### src/rtl/display_timings_480p.sv
// display_timings_480p: 640x480 60 Hz raster timing generator (clk_pix domain).
// Registered sx/sy, hsync, vsync, de, frame and line, all describing one pixel.
// Optional: define DISPLAY_TIMINGS_FRAME_COUNT_EN to add the frame_cnt[15:0] output.
module display_timings_480p #(
  parameter int unsigned CORDW  = 16,
  parameter int unsigned H_RES  = 640,
  parameter int unsigned H_FP   = 16,
  parameter int unsigned H_SYNC = 96,
  parameter int unsigned H_BP   = 48,
  parameter int unsigned V_RES  = 480,
  parameter int unsigned V_FP   = 10,
  parameter int unsigned V_SYNC = 2,
  parameter int unsigned V_BP   = 33,
  parameter logic        H_POL  = 1'b0,
  parameter logic        V_POL  = 1'b0
) (
  input  logic             clk_pix,
  input  logic             rst,
  output logic [CORDW-1:0] sx,
  output logic [CORDW-1:0] sy,
  output logic             hsync,
  output logic             vsync,
  output logic             de,
  output logic             frame,
  output logic             line
`ifdef DISPLAY_TIMINGS_FRAME_COUNT_EN
  ,
  output logic [15:0]      frame_cnt
`endif
);

  localparam int unsigned H_TOTAL = H_RES + H_FP + H_SYNC + H_BP;
  localparam int unsigned V_TOTAL = V_RES + V_FP + V_SYNC + V_BP;
  localparam int unsigned HS_STA  = H_RES + H_FP;
  localparam int unsigned HS_END  = HS_STA + H_SYNC;
  localparam int unsigned VS_STA  = V_RES + V_FP;
  localparam int unsigned VS_END  = VS_STA + V_SYNC;

  localparam logic [CORDW-1:0] H_LAST   = CORDW'(H_TOTAL - 1);
  localparam logic [CORDW-1:0] V_LAST   = CORDW'(V_TOTAL - 1);
  localparam logic [CORDW-1:0] H_RES_C  = CORDW'(H_RES);
  localparam logic [CORDW-1:0] V_RES_C  = CORDW'(V_RES);
  localparam logic [CORDW-1:0] HS_STA_C = CORDW'(HS_STA);
  localparam logic [CORDW-1:0] HS_END_C = CORDW'(HS_END);
  localparam logic [CORDW-1:0] VS_STA_C = CORDW'(VS_STA);
  localparam logic [CORDW-1:0] VS_END_C = CORDW'(VS_END);
  localparam logic [CORDW-1:0] ONE_C    = CORDW'(1);

  logic [CORDW-1:0] sx_q, sx_d;
  logic [CORDW-1:0] sy_q, sy_d;
  logic             hsync_q, hsync_d;
  logic             vsync_q, vsync_d;
  logic             de_q, de_d;
  logic             frame_q, frame_d;
  logic             line_q, line_d;

  // Next position, then decode outputs from that same next position so that
  // every registered output describes the pixel presented on sx/sy.
  always_comb begin
    sx_d = sx_q + ONE_C;
    sy_d = sy_q;
    if (sx_q == H_LAST) begin
      sx_d = '0;
      sy_d = (sy_q == V_LAST) ? '0 : sy_q + ONE_C;
    end
    de_d    = (sx_d < H_RES_C) && (sy_d < V_RES_C);
    hsync_d = ((sx_d >= HS_STA_C) && (sx_d < HS_END_C)) ? H_POL : ~H_POL;
    vsync_d = ((sy_d >= VS_STA_C) && (sy_d < VS_END_C)) ? V_POL : ~V_POL;
    frame_d = (sx_d == '0) && (sy_d == '0);
    line_d  = (sx_d == '0);
  end

  // Timing registers; reset parks the raster on the last pixel of the frame.
  always_ff @(posedge clk_pix) begin
    if (rst) begin
      sx_q    <= H_LAST;
      sy_q    <= V_LAST;
      hsync_q <= ~H_POL;
      vsync_q <= ~V_POL;
      de_q    <= 1'b0;
      frame_q <= 1'b0;
      line_q  <= 1'b0;
    end else begin
      sx_q    <= sx_d;
      sy_q    <= sy_d;
      hsync_q <= hsync_d;
      vsync_q <= vsync_d;
      de_q    <= de_d;
      frame_q <= frame_d;
      line_q  <= line_d;
    end
  end

  assign sx    = sx_q;
  assign sy    = sy_q;
  assign hsync = hsync_q;
  assign vsync = vsync_q;
  assign de    = de_q;
  assign frame = frame_q;
  assign line  = line_q;

`ifdef DISPLAY_TIMINGS_FRAME_COUNT_EN
  logic [15:0] frame_cnt_q, frame_cnt_d;

  // Count frames in step with the frame pulse; reads 1 during the first frame.
  always_comb begin
    frame_cnt_d = frame_cnt_q;
    if (frame_d) frame_cnt_d = frame_cnt_q + 16'd1;
  end

  // Frame counter register.
  always_ff @(posedge clk_pix) begin
    if (rst) frame_cnt_q <= '0;
    else     frame_cnt_q <= frame_cnt_d;
  end

  assign frame_cnt = frame_cnt_q;
`endif

endmodule

### config.mk
export PLATFORM = sky130hd
export DESIGN_NAME = display_timings_480p
export DESIGN_NICKNAME = d
export VERILOG_FILES = /design/src/rtl/display_timings_480p.sv
export SDC_FILE = /design/constraint.sdc
export NUM_CORES = 1
export LEC_CHECK = 0
export CAP_MARGIN = 15
export CORE_MARGIN = 2
export CORE_UTILIZATION = 57
export CTS_CLUSTER_DIAMETER = 50
export DETAILED_ROUTE_END_ITERATION = 10
export GPL_TIMING_DRIVEN = 0
export PLACE_DENSITY_LB_ADDON = 0.2
export SKIP_LAST_GASP = 1
export SLEW_MARGIN = 30
export SYNTH_ARGS = -nofsm -noshare
export SYNTH_HDL_FRONTEND = slang
export SYNTH_SLANG_ARGS = --single-unit
### constraint.sdc
create_clock -name clk_pix -period 8.8 [get_ports clk_pix]
set_input_delay 1.76 -clock clk_pix [delete_from_list [all_inputs] [get_ports clk_pix]]
set_output_delay 1.76 -clock clk_pix [all_outputs]
set_load 0.05 [all_outputs]
# After elaboration in Yosys (flattened, before gate mapping)
# Cells that the tools add are included.
[classes]
n_reduce_logical = 6
addsub = 2
magnitude_cmp = 6
muxes = 5
n_eq_ne = 2
[ops]
columns = ["operator", "count"]
rows = [
  ["two-way mux 16 bit", 3],
  ["adder 16 x 1 -> 16 bit (second input constant)", 2],
  ["equality test 16 x 10 -> 1 bit (second input constant)", 2],
  ["logical NOT 16 bit", 2],
  ["< comparator 16 x 10 -> 1 bit (second input constant)", 2],
  ["< comparator 16 x 9 -> 1 bit (second input constant)", 2],
  [">= comparator 16 x 10 -> 1 bit (second input constant)", 1],
  [">= comparator 16 x 9 -> 1 bit (second input constant)", 1],
  ["logical AND 1 bit", 4],
  ["two-way mux 1 bit", 2],
]
[word_totals]
input_bits = 2
output_inout_bits = 37
regBits = 37
wordCells = 28

# Longest topological paths before layout
# Gate-level depths: netlist of run 1.
[depth]
word_depth = 6
mapped_depth = 10
depth_no_buf = 8

# Least setup slack after synthesis of run 1
# No wires, ideal clock.
[synth_path]
path_kind = "register -> register"
startpoint = "reg sx_q[9], in the netlist sx[9]"
endpoint = "reg vsync_q, in the netlist vsync"
t_arrival_ns = 3.194
path_stages_with_launch = 9
setup_time_ns = 0.127
synth_period_minus_slack_ns = 3.321
required_time_ns = 8.673
setup_slack_ns = 5.479
path_buffers = 2
cell_sequence = "dfxtp_1 > buf_2 > or4b_4 > or4_4 > buf_6 > nor4_2 > o221ai_1 > or4_1 > or3_1"
[synth_between]
elab_chain_cells = 5
word_cells_on_any_way = 6
cone_classes = "2 x order compare; 1 x eq/ne; 2 x mux; 1 x reduce/logical"
[synth_lines]
columns = ["item", "line", "rtl"]
rows = [
  ["from (decl)", "49", "logic [CORDW-1:0] sx_q, sx_d;"],
  ["from (signal assigned)", "76", "sx_q <= H_LAST;"],
  ["from (signal assigned)", "84", "sx_q <= sx_d;"],
  ["equality test 16 x 10 -> 1 bit *", "62", "if (sx_q == H_LAST) begin"],
  ["two-way mux 16 bit *", "62", ""],
  [">= comparator 16 x 9 -> 1 bit / < comparator 16 x 9 -> 1 bit (equally long branches)", "68", "vsync_d = ((sy_d >= VS_STA_C) && (sy_d < VS_END_C)) ? V_POL : ~V_POL;"],
  ["logical AND 1 bit *", "68", ""],
  ["two-way mux 1 bit *", "68", ""],
  ["to (signal assigned)", "79", "vsync_q <= ~V_POL;"],
  ["to (signal assigned)", "87", "vsync_q <= vsync_d;"],
  ["to (decl)", "52", "logic vsync_q, vsync_d;"],
]
# Mark *: on every way between the ends. The rest lies on a longest branch, timed or not.
# A chain may end at the register's enable or synchronous reset.

# Final worst setup path of run 1
[layout_path]
startpoint = "reg sy_q[13], in the netlist sy[13]"
endpoint = "out sy[13]"
[layout_rtl]
columns = ["item", "line", "rtl"]
rows = [
  ["from (decl)", "50", "logic [CORDW-1:0] sy_q, sy_d;"],
  ["from (signal assigned)", "85", "sy_q <= sy_d;"],
  ["to (decl)", "20", "output logic [CORDW-1:0] sy,"],
]
# No word-level cell between the ends.

==> flow_summary.json, run 1 <==
{
  "clockRootBuffer": "clkbuf_8",
  "core-area_um2": 3689,
  "crit_arrival_ns": 1.65,
  "path_class": "reg -> out",
  "async_reset_ff_share_pct": 0,
  "cpLargestDelayFamily": "buffers and inverters",
  "clk_path_buf_depth": 2,
  "crit_required_ns": 7.04,
  "final_nets": 327,
  "rows": 22,
  "synth_top_family_by_area": "simple AND/OR/NAND/NOR gates",
  "place_ws_ns": 5.265,
  "fmax_ghz": 0.2929,
  "synth.distinct_cells": 48,
  "die_y_um": 66.30,
  "slew_headroom_pct": 55.35,
  "path_buf_inv": 1,
  "synth_area_um2": 2212,
  "vdd_ir_drop_max_v": 0.0002394,
  "cp-end-kind": "output port",
  "stdcell_area_um2": 2773,
  "grt_pass1_wl_mm": 9.680,
  "outcome": "complete, no violations",
  "path_cells": "clkdlybuf4s50_1",
  "via_per_inst": 6.361,
  "period_needed_ns": 3.414,
  "globalplace.congestion": 0.9636,
  "grt_usage_pct": 28.61,
  "path_max_fanout": 7,
  "hp-class": "reg -> reg",
  "synth_fa_ha_area_share_pct": 1.697,
  "ys_seq_area_share_pct": 33.48,
  "hpwl_mm": 4.300,
  "drt_iter0_drc": 265,
  "postCtsSetupBuffers": 0,
  "slowest_delay_ns": 0.86,
  "route.detailed.drc": 0,
  "fin_crit_sh_pct": 38.80,
  "fin_worst_skew_ns": 0.005282,
  "met2_usage_pct": 48.00,
  "ys.warnings.count": 0,
  "cap_viol_max_count": 0,
  "diodes": 0,
  "timing.final.max_slew_violations": 0,
  "first_pass_iters": 6,
  "die_area_um2": 4395,
  "wl_per_cell_um": 16.02,
  "cp_slowest_cell": "clkdlybuf4s50_1",
  "power_density_nw_per_um2": 280.8,
  "power_leakage_nw": 0.9623,
  "grt_util_met3_pct": 5.281,
  "clk_latency_ns": 0.29,
  "htree_levels": 2,
  "syn_nets": 282,
  "clkTransAtPathRegs_ns": 0.08,
  "antenna_found_initial": 0,
  "tns_ns": 0,
  "fin_util_pct": 75.17,
  "netlist_instances": 277,
  "max_slew.worst_pin.slew_ns": 0.6636,
  "area_delta_synth_final_pct": 25.34,
  "syn_avg_cell_area_um2": 7.986,
  "totalWireLength_mm": 5.943,
  "placed_area_um2": 2653,
  "hold_viol_final": 0,
  "yosys_register_bits": 37,
  "use_met1_pct": 35.09,
  "yosys.area_share.simple_pct": 34.73,
  "grt_overflow": 0,
  "io_buffers": 38,
  "cts_buffers": 5,
  "cts-hold-fix-buffers": 0,
  "cts_tree": "yes",
  "vias": 2360,
  "grt_max_degree": 13,
  "clock_sinks": 37,
  "top_usage_layer": "met2",
  "worstSetupStartpointType": "flip-flop",
  "synthMuxAreaShare_pct": 0.4525,
  "synth_edf_count": 0,
  "final_antenna_net_count": 0,
  "start_util_pct": 59.97,
  "synth_xor_area_share_pct": 7.523,
  "ctsResizeCount": 0,
  "ios": 39,
  "total_power_w": 0.0007787,
  "synth_compound_area_share_pct": 16.35,
  "die_w_um": 66.30,
  "setup_viol_count_final": 0,
  "ys.flop_type": "dfxtp_1",
  "grt_pass1_vias": 2095,
  "rsz0062_at_grt": "no",
  "drive_gt1_share_pct": 6.192,
  "fin_ws_ns": 5.386
}
## metrics by stage
stage                     std cells  hold slack, ns
after detailed placement        363          0.5205
final                           371          0.5376
after CTS                       371          0.5374
after global placement          363          0.5081
after global routing            371          0.5539
after floorplan                 277          0.7167
## logic make-up after synthesis
kind of cell	after synthesis
flip-flops	37
multiplexers	1
XOR/XNOR	19
buffers and inverters	27
AND/OR/NAND/NOR	136
AO/OA/AOI/OAI	54
adder cells (fa/ha/maj)	3
## power by group
part / leakage [nW] / total [W] / internal, W / switching (W)
registers: 0.301 / 0.000213 / 0.000189 / 0.0000237
logic: 0.604 / 0.000410 / 0.000140 / 0.000270
clock network: 0.0574 / 0.000155 / 0.0000922 / 0.0000631
## path summary, 6_finish.rpt
kind                from  slack (ns)  cells after the start     end
setup / recovery  sy[13]        5.39                      1  sy[13]
setup reg to reg  sx[10]        5.47                      9   frame
hold / removal     sx[0]        0.54                      1   sx[0]
hold reg to reg    sx[0]        0.54                      1   sx[0]
## synthesized netlist by cell type, types with 2 or more instances
cell	number	area, µm²
nand4_1	13	81.33
ha_1	3	37.54
nor4_2	2	25.02
or3_1	7	43.79
nor4_1	10	62.56
nor3_1	7	35.03
nor2_1	34	127.6
o21a_1	3	22.52
or2_2	2	12.51
and2_1	5	31.28
or4_1	3	22.52
o221ai_1	2	17.52
a31oi_1	4	25.02
inv_1	7	26.28
a211o_1	2	17.52
nor4b_1	3	26.28
a21oi_1	10	50.05
a211oi_1	4	30.03
and4_1	3	26.28
clkbuf_1	13	48.80
and3_1	10	62.56
xor2_1	6	52.55
nor4bb_1	2	20.02
o2111ai_1	4	35.03
o31a_1	2	17.52
o21ai_0	13	65.06
buf_6	3	33.78
nor3b_1	2	15.01
dfxtp_1	37	740.7
buf_2	3	15.01
xnor2_1	13	113.9
o31ai_1	3	22.52
nand3_1	13	65.06
nand2_1	15	56.30
## state kept, by name, summed over array words and instances (netlist names)
register,cells
hsync,1
line,1
sx,16
vsync,1
de,1
sy,16
frame,1
## cell type report
class | count | area [µm²]
multi-input cells | 213 | 1344
fillers | 320 | 915.9
flip-flops and latches | 37 | 740.7
repair buffers | 38 | 380.4
plain buffers | 20 | 101.3
clock buffers | 6 | 82.58
well taps | 48 | 60.06
clock inverters | 2 | 37.54
inverters | 7 | 26.28
## metal layers
| layer | share of wire (%) | routed length [µm] | vias up |
|---|---|---|---|
| met3 | 6.3 | 375 | 18 |
| met4 | 2.9 | 172 | 0 |
| met2 | 50 | 2977 | 110 |
| met1 | 41 | 2418 | 1114 |
| met5 | 0 | 0 | - |
| li1 | - | - | 1118 |
## cells in the final DEF (no fill, tap or decap), drive strengths merged, types with 3 or more instances in the layout
cell | Yosys | layout
clkdlybuf4s50 | 0 | 38
dfxtp | 37 | 37
and4 | 3 | 3
clkbuf | 13 | 19
a21oi | 10 | 10
o2111ai | 4 | 4
nand3 | 13 | 13
nor2 | 34 | 34
nand2 | 15 | 15
a31oi | 4 | 4
nor4b | 3 | 3
o21a | 3 | 3
nor3 | 7 | 7
ha | 3 | 3
o31ai | 3 | 3
and2 | 5 | 5
or4 | 4 | 4
xor2 | 6 | 6
o21ai | 13 | 13
nand4 | 13 | 13
a211oi | 4 | 4
or3 | 7 | 7
nor4 | 12 | 12
buf | 7 | 7
inv | 7 | 7
and3 | 10 | 10
xnor2 | 13 | 13
No activity file was read; power rests on OpenSTA's default activity.
==> run 2, diff against run 1 <==
--- a/config.mk
+++ b/config.mk
@@ -7,7 +7,7 @@
 export LEC_CHECK = 0
 export CAP_MARGIN = 15
 export CORE_MARGIN = 2
-export CORE_UTILIZATION = 57
+export CORE_UTILIZATION = 53
 export CTS_CLUSTER_DIAMETER = 50
 export DETAILED_ROUTE_END_ITERATION = 10
 export GPL_TIMING_DRIVEN = 0
==> constraint.sdc (replaced) <==
create_clock -name clk_pix -period 3.3 [get_ports clk_pix]
set_input_delay 0.66 -clock clk_pix [delete_from_list [all_inputs] [get_ports clk_pix]]
set_output_delay 0.66 -clock clk_pix [all_outputs]
set_load 0.05 [all_outputs]
==> run 2 against run 1 <==
Net effect:
- design area grew 0.63%
- setup slack worse by 5.2 ns
- critical path depth grew 7
- wire length fell by 0.19%
- cell count increased by 0.54%
- combinational power rose to 2.7 times the previous value
- clock power rose to 2.6 times the previous value
- worst hold slack improved by 0.0074 ns
- clock skew fell by 0.00072 ns
- highest routed layer unchanged
==> flow_summary.json, run 2 (synthesized netlist as in run 1, its figures left out) <==
{
  "antenna_found_initial": 0,
  "grt_max_degree": 12,
  "fin_crit_sh_pct": 95.38,
  "cts_buffers": 5,
  "drive_gt1_share_pct": 7.121,
  "clockRootBuffer": "clkbuf_8",
  "ios": 39,
  "start_util_pct": 55.30,
  "io_buffers": 38,
  "clk_path_buf_depth": 2,
  "area_delta_synth_final_pct": 26.13,
  "hp-class": "reg -> reg",
  "vias": 2337,
  "rsz0062_at_grt": "no",
  "core-area_um2": 4000,
  "final_nets": 327,
  "final_antenna_net_count": 0,
  "hpwl_mm": 4.295,
  "grt_overflow": 0,
  "postCtsSetupBuffers": 0,
  "path_buf_inv": 2,
  "setup_viol_count_final": 0,
  "grt_pass1_wl_mm": 9.673,
  "fin_worst_skew_ns": 0.004564,
  "crit_required_ns": 3.47,
  "cpLargestDelayFamily": "simple AND/OR/NAND/NOR gates",
  "power_density_nw_per_um2": 744.8,
  "grt_pass1_vias": 2049,
  "combPwrFrac_pct": 53.0,
  "diodes": 0,
  "vdd_ir_drop_max_v": 0.0005614,
  "slowest_delay_ns": 0.55,
  "switching_power_w": 0.0009459,
  "cp-end-kind": "flip-flop",
  "p_sw_share_pct": 45.52,
  "final_common_cell": "clkdlybuf4s50_1",
  "tns_ns": 0,
  "die_area_um2": 4707,
  "wl_per_cell_um": 15.90,
  "die_w_um": 68.61,
  "slew_headroom_pct": 61.28,
  "outcome": "complete, no violations",
  "n_fill_cell": 359,
  "cp_slowest_cell": "or4_4",
  "path_max_fanout": 8,
  "hold_viol_final": 0,
  "clkTransAtPathRegs_ns": 0.07,
  "rows": 23,
  "holdWs_ns": 0.5450,
  "cts_tree": "yes",
  "route.detailed.drc": 0,
  "first_pass_iters": 5,
  "p_seq_share_pct": 27.5,
  "crit_arrival_ns": 3.32,
  "pwr-share-clk_pct": 19.5,
  "via_per_inst": 6.265,
  "grt_usage_pct": 27.51,
  "period_needed_ns": 3.148,
  "drt_iter0_drc": 378,
  "htree_levels": 2,
  "totalWireLength_mm": 5.932,
  "layout_common_cells": "clkdlybuf4s50_1, dfxtp_1, nor2_1",
  "cap_viol_max_count": 0,
  "die_y_um": 68.61,
  "path_class": "reg -> reg",
  "clk_latency_ns": 0.29,
  "timing.final.max_slew_violations": 0,
  "path_cells": "buf_2, or4b_4, or4_4, buf_6, nor4_2, o221ai_1, or4_1, or3_1",
  "worstSetupStartpointType": "flip-flop",
  "power_leakage_nw": 0.9707,
  "globalplace.congestion": 0.9001,
  "p_int_w": 0.001132,
  "max_slew.worst_pin.slew_ns": 0.5808,
  "fmax_ghz": 0.3177,
  "clock_sinks": 37
}
run 2: cell types whose count changed in the layout (fill, tap and decap cells not counted):
cell        delta
clkbuf_2       +2
clkbuf_1       -1
clkinvlp_4     -1
dfxtp_1        -1
dfxtp_2        +1
nor4_1         -1
nor4_4         +1
run 2: power by group through the flow:
stage | Sequential, W | Clock, W | Combinational (W)
final | 0.000572 | 0.000404 | 0.00110
after floorplan | 0.000765 | 0 | 0.000595
after global placement | 0.000575 | 0 | 0.00106
after CTS | 0.000570 | 0.000416 | 0.00108
after detailed placement | 0.000580 | 0 | 0.00107
after global routing | 0.000579 | 0.000432 | 0.00119
run 2: through the flow:
step / util (%) / setup WS [ns] / std cells / cell area (µm²) / power (W)
after detailed placement: 66.41 / 0.02348 / 365 / 2656 / 0.001651
final: 69.75 / 0.1525 / 373 / 2790 / 0.002078
after CTS: 69.32 / 0.004249 / 373 / 2773 / 0.002063
after global placement: 66.41 / 0.02772 / 365 / 2656 / 0.001636
after floorplan: - / 0.1092 / 277 / 2213 / 0.001360
after global routing: 69.75 / 0.01338 / 373 / 2790 / 0.002202
run 2: path summary, 6_finish.rpt:
path / startpoint / endpoint / slack [ns] / depth (start not counted)
worst min register to register: sx[0] / sx[0] / 0.54 / 1
worst min-delay path: sx[0] / sx[0] / 0.54 / 1
worst max register to register: sx[9] / vsync / 0.15 / 8
worst max-delay path: sx[9] / vsync / 0.15 / 8
run 2: worst register-to-register path, cell delays in order, from the launching register on:
cell and delay [ns]:
dfxtp_2 0.32, buf_2 0.18, or4b_4 0.52, or4_4 0.55, buf_6 0.15, nor4_2 0.29, o221ai_1 0.19, or4_1 0.50
or3_1 0.33
run 2: final cells by class:
cell class,count,area [µm²],area share [%]
Multi-Input combinational cell,213,1359,48.70
Sequential cell,37,742.0,26.59
Timing Repair Buffer,38,380.4,13.63
Buffer,20,103.9,3.722
Clock buffer,7,86.33,3.094
Tap cell,50,62.56,2.242
Clock inverter,1,30.03,1.076
Inverter,7,26.28,0.9417
run 2: routing by layer:
metal	global-route usage [%]	up-vias	routed length, µm
li1	-	1119	-
met1	34.27	1097	2460
met2	46.27	106	2937
met3	5.195	15	413
met4	11.50	0	120
met5	0	-	0
run 2: what timing repair did:
action                     4_1_cts  5_1_grt
setup endpoints to repair        0        4
gates resized for setup          0        6
hold buffers                     0        0
==> run 3, diff against run 2 <==
--- a/config.mk
+++ b/config.mk
@@ -5,7 +5,7 @@
 export SDC_FILE = /design/constraint.sdc
 export NUM_CORES = 1
 export LEC_CHECK = 0
-export CAP_MARGIN = 15
+export CAP_MARGIN = 20
 export CORE_MARGIN = 2
 export CORE_UTILIZATION = 53
 export CTS_CLUSTER_DIAMETER = 50
==> results of run 3 <==
Final layout, timing and power as in run 2 (identical DEF).
